`src/rtl/reset_sequencer_if.sv`:
```
`default_nettype none
// ============================================================================
// Module      : reset_sequencer_if
// Description : Bundles the soft-reset request and the sequencer status and
//               reset outputs.
//               soft_rst_req : synchronous soft-reset request, active-high
//               rst_n_out    : per-domain active-low resets, bit 0 first
//               seq_done     : all domains released
//               busy         : a release sequence is in progress
//               master : the requester / consumer side (top level, bench)
//               slave  : the reset_sequencer itself
// Revision    : 1.0 - initial release
// ============================================================================
interface reset_sequencer_if #(
    parameter int NUM_DOMAINS = 3
);
    logic                   soft_rst_req;
    logic [NUM_DOMAINS-1:0] rst_n_out;
    logic                   seq_done;
    logic                   busy;

    modport master (
        output soft_rst_req,
        input  rst_n_out,
        input  seq_done,
        input  busy
    );

    modport slave (
        input  soft_rst_req,
        output rst_n_out,
        output seq_done,
        output busy
    );
endinterface
`default_nettype wire

```
`src/rtl/reset_sequencer.sv`:
```
`default_nettype none
// ============================================================================
// Module      : reset_sequencer
// Description : Power-on / soft reset sequencer. Stretches the asynchronous
//               active-low RST_N, synchronises its release to CLK, holds
//               domain 0 for HOLD_CYCLES and then releases the remaining
//               domains one every STAGGER_CYCLES. A soft-reset request
//               accepted while idle re-runs the hold/stagger sequence.
// Ports       : CLK   - single clock
//               RST_N - asynchronous active-low reset
//               bus   - reset_sequencer_if.slave (soft_rst_req in;
//                       rst_n_out, seq_done, busy out; all registered)
// Revision    : 1.0 - initial release
// ============================================================================
module reset_sequencer #(
    parameter int NUM_DOMAINS    = 3,   // 1..8
    parameter int HOLD_CYCLES    = 16,  // >= 1
    parameter int STAGGER_CYCLES = 4,   // >= 1
    parameter int SYNC_STAGES    = 2    // 2..4
) (
    input  wire logic          CLK,
    input  wire logic          RST_N,
    reset_sequencer_if.slave   bus
);

    localparam int MAX_CNT = (HOLD_CYCLES > STAGGER_CYCLES) ? HOLD_CYCLES : STAGGER_CYCLES;
    localparam int CNT_W   = $clog2(MAX_CNT + 1);
    localparam int IDX_W   = (NUM_DOMAINS > 1) ? $clog2(NUM_DOMAINS) : 1;

    localparam logic [CNT_W-1:0] c_HOLD_LAST = CNT_W'(HOLD_CYCLES - 1);
    localparam logic [CNT_W-1:0] c_STAG_LAST = CNT_W'(STAGGER_CYCLES - 1);
    localparam logic [CNT_W-1:0] c_CNT_MAX   = CNT_W'(MAX_CNT);
    localparam logic [IDX_W-1:0] c_LAST_IDX  = IDX_W'(NUM_DOMAINS - 1);

    typedef enum logic [1:0] {
        ST_SYNC    = 2'd0,
        ST_HOLD    = 2'd1,
        ST_STAGGER = 2'd2,
        ST_DONE    = 2'd3
    } state_t;

    state_t                 r_state;
    state_t                 w_state_nxt;
    logic [SYNC_STAGES-1:0] r_sync;
    logic [CNT_W-1:0]       r_cnt;
    logic [CNT_W-1:0]       w_cnt_nxt;
    logic [CNT_W-1:0]       w_cnt_inc;
    logic [IDX_W-1:0]       r_idx;
    logic [IDX_W-1:0]       w_idx_nxt;
    logic [IDX_W-1:0]       w_idx_inc;
    logic [NUM_DOMAINS-1:0] r_rst_n_out;
    logic [NUM_DOMAINS-1:0] w_rst_n_nxt;
    logic [NUM_DOMAINS-1:0] w_rst_n_shift;
    logic                   r_seq_done;
    logic                   w_seq_done_nxt;
    logic                   r_busy;
    logic                   w_busy_nxt;
    logic                   w_sync_done;

    // Release synchroniser: ones shift in after RST_N rises, cleared at once
    // when RST_N falls.
    always_ff @(posedge CLK or negedge RST_N) begin
        if (!RST_N) begin
            r_sync <= '0;
        end else begin
            r_sync <= {r_sync[SYNC_STAGES-2:0], 1'b1};
        end
    end

    assign w_sync_done = r_sync[SYNC_STAGES-1];

    // Counter saturates rather than wrapping.
    assign w_cnt_inc = (r_cnt == c_CNT_MAX) ? r_cnt : r_cnt + 1'b1;
    assign w_idx_inc = r_idx + 1'b1;

    // Domains release in order, so the next release pattern is the current
    // pattern shifted up with a 1 entering at bit 0.
    assign w_rst_n_shift = (r_rst_n_out << 1) | NUM_DOMAINS'(1);

    always_comb begin
        w_state_nxt    = r_state;
        w_cnt_nxt      = r_cnt;
        w_idx_nxt      = r_idx;
        w_rst_n_nxt    = r_rst_n_out;
        w_seq_done_nxt = 1'b0;
        w_busy_nxt     = 1'b1;

        case (r_state)
            // The edge that sees the synchroniser full is the first hold
            // cycle, so SYNC and HOLD share the hold-count test (r_cnt is
            // still 0 in SYNC).
            ST_SYNC, ST_HOLD: begin
                if (r_state == ST_HOLD || w_sync_done) begin
                    if (r_cnt == c_HOLD_LAST) begin
                        w_rst_n_nxt = w_rst_n_shift;
                        w_cnt_nxt   = '0;
                        w_idx_nxt   = '0;
                        w_state_nxt = (NUM_DOMAINS == 1) ? ST_DONE : ST_STAGGER;
                    end else begin
                        w_cnt_nxt   = w_cnt_inc;
                        w_state_nxt = ST_HOLD;
                    end
                end
            end

            ST_STAGGER: begin
                if (r_cnt == c_STAG_LAST) begin
                    w_rst_n_nxt = w_rst_n_shift;
                    w_cnt_nxt   = '0;
                    w_idx_nxt   = w_idx_inc;
                    if (w_idx_inc == c_LAST_IDX) begin
                        w_state_nxt = ST_DONE;
                    end
                end else begin
                    w_cnt_nxt = w_cnt_inc;
                end
            end

            ST_DONE: begin
                w_seq_done_nxt = 1'b1;
                w_busy_nxt     = 1'b0;
                // Only accepted once seq_done is visible, so a held request
                // still yields a one-cycle seq_done pulse every period.
                if (r_seq_done && bus.soft_rst_req) begin
                    w_rst_n_nxt    = '0;
                    w_seq_done_nxt = 1'b0;
                    w_busy_nxt     = 1'b1;
                    w_cnt_nxt      = '0;
                    w_idx_nxt      = '0;
                    w_state_nxt    = ST_HOLD;
                end
            end

            default: begin
                w_state_nxt = ST_SYNC;
            end
        endcase
    end

    always_ff @(posedge CLK or negedge RST_N) begin
        if (!RST_N) begin
            r_state     <= ST_SYNC;
            r_cnt       <= '0;
            r_idx       <= '0;
            r_rst_n_out <= '0;
            r_seq_done  <= 1'b0;
            r_busy      <= 1'b1;
        end else begin
            r_state     <= w_state_nxt;
            r_cnt       <= w_cnt_nxt;
            r_idx       <= w_idx_nxt;
            r_rst_n_out <= w_rst_n_nxt;
            r_seq_done  <= w_seq_done_nxt;
            r_busy      <= w_busy_nxt;
        end
    end

    assign bus.rst_n_out = r_rst_n_out;
    assign bus.seq_done  = r_seq_done;
    assign bus.busy      = r_busy;

endmodule
`default_nettype wire

```
`src/flat_wrapper.sv`:
```
// flat-port wrapper written by rule: the top's interface ports become plain ports
module reset_sequencer_flat 
#(
    parameter int NUM_DOMAINS    = 3,          
    parameter int HOLD_CYCLES    = 16,         
    parameter int STAGGER_CYCLES = 4,          
    parameter int SYNC_STAGES    = 2           
)
  (CLK, RST_N, bus_soft_rst_req, bus_rst_n_out, bus_seq_done, bus_busy);
  reset_sequencer_if #(.NUM_DOMAINS(NUM_DOMAINS)) bus_i ();
  input  wire logic CLK;
  input  wire logic RST_N;
  input wire logic [$bits(bus_i.soft_rst_req)-1:0] bus_soft_rst_req;
  output wire logic [$bits(bus_i.rst_n_out)-1:0] bus_rst_n_out;
  output wire logic [$bits(bus_i.seq_done)-1:0] bus_seq_done;
  output wire logic [$bits(bus_i.busy)-1:0] bus_busy;
  assign bus_i.soft_rst_req = bus_soft_rst_req;
  assign bus_rst_n_out = bus_i.rst_n_out;
  assign bus_seq_done = bus_i.seq_done;
  assign bus_busy = bus_i.busy;
  reset_sequencer #(.NUM_DOMAINS(NUM_DOMAINS), .HOLD_CYCLES(HOLD_CYCLES), .STAGGER_CYCLES(STAGGER_CYCLES), .SYNC_STAGES(SYNC_STAGES)) u_core (.CLK(CLK), .RST_N(RST_N), .bus(bus_i));
endmodule
```
`config.mk`:
```
export PLATFORM = sky130hd
export DESIGN_NAME = reset_sequencer_flat
export DESIGN_NICKNAME = d
export VERILOG_FILES = /design/src/rtl/reset_sequencer_if.sv /design/src/rtl/reset_sequencer.sv /design/src/flat_wrapper.sv
export SDC_FILE = /design/constraint.sdc
export NUM_CORES = 1
export LEC_CHECK = 0
export ABC_AREA = 1
export CAP_MARGIN = 20
export CORE_MARGIN = 4
export CORE_UTILIZATION = 54
export DETAILED_ROUTE_END_ITERATION = 10
export PLACE_DENSITY = 0.76
export SLEW_MARGIN = 10
export SYNTH_ARGS = -nofsm -noshare
export SYNTH_HDL_FRONTEND = slang
export SYNTH_SLANG_ARGS = --single-unit
```
`constraint.sdc`:
```
create_clock -name CLK -period 2.23 [get_ports CLK]
set_input_delay 0.3345 -clock CLK [delete_from_list [all_inputs] [get_ports CLK]]
set_output_delay 0.3345 -clock CLK [all_outputs]
set_load 0.02 [all_outputs]
```
==> reports/metrics.cfg <==
[logic_synthesis]
avgSynthCellArea_um2=7.97
synthAdderAreaFrac_pct=5.66
synth_xor_area_share_pct=0.990
yosys.area.top_type=dfrtp_1
synth_top_area_share_pct=42.4
synth-compound-area-share_pct=0.566
syn_area_um2=885
yosys_warnings=0
yosysUniqueCellTypes=21
netlist_instances=111
synth-seq-cells=16
synth_nets=118
synth_top_family_by_area=simple AND/OR/NAND/NOR gates
ys_seq_area_share_pct=45.4
synth.area.top_cells=dfrtp_1 (42%), nand2_1 (14%), inv_1 (6.8%)
muxShareOfSynthArea_pct=0
synth-simple-area-share_pct=37.3

[route]
antenna_left=0
vias_per_cell=5.17
drt-total-wl_mm=1.53
wl_per_cell_um=11.2
vias=703
drc=0
dr.pass1.iters=5
drt_iter0_markers=12

[global_route]
grtUsageTotal_pct=14.9
antenna_found_initial=0
grt_start_max_net_pins=17
grt-ovfl-total=0
grt_pass1_wl_mm=2.79
grt_pass1_vias=635

[clock_tree]
clk_pin_slew_ns=0.09
clk_latency_ns=0.28
clock_sinks=16
cts_hold_buf=0
postCtsSetupRepairBufs=0
clk_path_buf_depth=2
cts_root_buffer=clkbuf_4
ctsResizeCount=0
cts_tree=built
htreeDepth=1
cts_buffers=3

[critical_path]
cp.arrival_ns=1.91
start_kind=flip-flop
cp_max_fo=7
r2r_slack_ns=0.49
worst_setup_path_end_kind=flip-flop
cp_data_required_time_ns=2.40
crit_type=flip-flop to flip-flop

[outcome]
status=completed

[pwr]
peakVddDrop_uv=660
p_leak_nw=0.530
design_power_total_mw=1.18
power_density_nw_per_um2=1180

[placement]
place_hpwl_mm=1.13
io_buffers=7
globalplace.congestion=0.836

[timing]
finalHoldViolCount=0
slew_violations=0
fin_crit_ns=1.74
tightest_slew_ns=0.704
rsz0062_at_grt=false
finalSetupTns_ns=0
min_period_over_period_pct=77.9
setup_viol=0
fmax_mhz=575
timing.slew.headroom_pct=52.9
clock_skew_ns=0.000262

[floorplan]
rows=14
fp.dieH_um=48.5
fp.dieW_um=48.5
top_level_ports=8
start_util_pct=58.0
dieArea_um2=2350
coreArea_um2=1520

[layout]
final_common_cell=nand2_1
nNetsFinal=128
diodes=0
syn_to_final_growth_pct=12.4
fill_cells=119
multi_input_area_um2=398
final_cell_mix=nand2_1 (32), inv_1 (16), dfrtp_1 (15)
drive_above_1_share_pct=13.3
seq_area_um2=402

[min_path]
hold_path.class=flip-flop to flip-flop

[run]
maxCapViolations=0

## sequential cells by signal, indices dropped and copies added (netlist names)
signal	cells
u_core.bus.busy	1
u_core.r_state	2
u_core.bus.rst_n_out	3
u_core.bus.seq_done	1
u_core.r_cnt	5
u_core.r_idx	2
u_core.r_sync	2
## where the power goes
part	total (mW)	switching, mW	leakage [nW]	internal, mW
logic	0.537	0.325	0.312	0.212
clock network	0.189	0.0892	0.0210	0.0994
registers	0.452	0.0696	0.197	0.382
total	1.18	0.484	0.530	0.693
## per-layer routing
layer  up-vias  wire length (µm)  track usage, %
met4         0                33            5.38
li1        364                 -               -
met1       311               697            20.6
met2        23               700            22.2
met5         -                 0               0
met3         5                96            4.29
## critical path: stages (launching register included)
cell	delay [ns]
dfrtp_1	0.40
ha_1	0.18
inv_1	0.07
nor3_1	0.15
ha_1	0.19
or2_1	0.24
nand2_2	0.12
nor2_1	0.20
nor2_1	0.08
## cells by family after synthesis
kind of cell | after synthesis
simple gates | 68
buf+inv | 20
flops | 16
fa+ha+maj | 4
compound gates | 1
xor+xnor | 1
other cells | 1
## synthesized netlist by cell type
cell       n
nand2_1   32
inv_1     16
dfrtp_1   15
nor2_1    10
nand4_1    9
nand3_1    6
ha_1       4
nand2_2    3
nand2_4    3
nor2_2     2
buf_2      1
buf_6      1
clkinv_2   1
conb_1     1
dfstp_2    1
inv_2      1
nand3_2    1
nor3_1     1
o21ai_0    1
or2_1      1
xor2_1     1
## worst paths after layout
| kind | start | endpoint | cells past startpoint |
|---|---|---|---|
| max in group asynchronous | RST_N | u_core.r_cnt[0] | 1 |
| setup / recovery | u_core.r_cnt[0] | u_core.r_cnt[1] | 8 |
| min in group asynchronous | RST_N | u_core.r_idx[1] | 1 |
| setup reg to reg | u_core.r_cnt[0] | u_core.r_cnt[1] | 8 |
| hold reg to reg | u_core.r_sync[0] | u_core.r_sync[1] | 0 |
| hold / removal | u_core.r_sync[0] | u_core.r_sync[1] | 0 |
## area by class of cell
cell class | instances | share of cell area [%]
clock buffers | 4 | 3.65
repair buffers | 7 | 7.04
well taps | 16 | 2.01
multi-input cells | 75 | 40.0
inverters | 18 | 6.92
flip-flops and latches | 16 | 40.4
## through the flow
stage               setup slack (ns)  util (%)  area (µm²)  cells  hold slack [ns]
floorplan                      0.695         -         885    111           0.0389
global route                   0.273      65.3         995    136            0.382
detailed placement             0.537      62.9         958    132            0.343
global placement               0.605      62.9         958    132            0.337
CTS                            0.485      65.3         995    136            0.366
finish                         0.492      65.3         995    136            0.362
(Power assumes the default switching activity.)
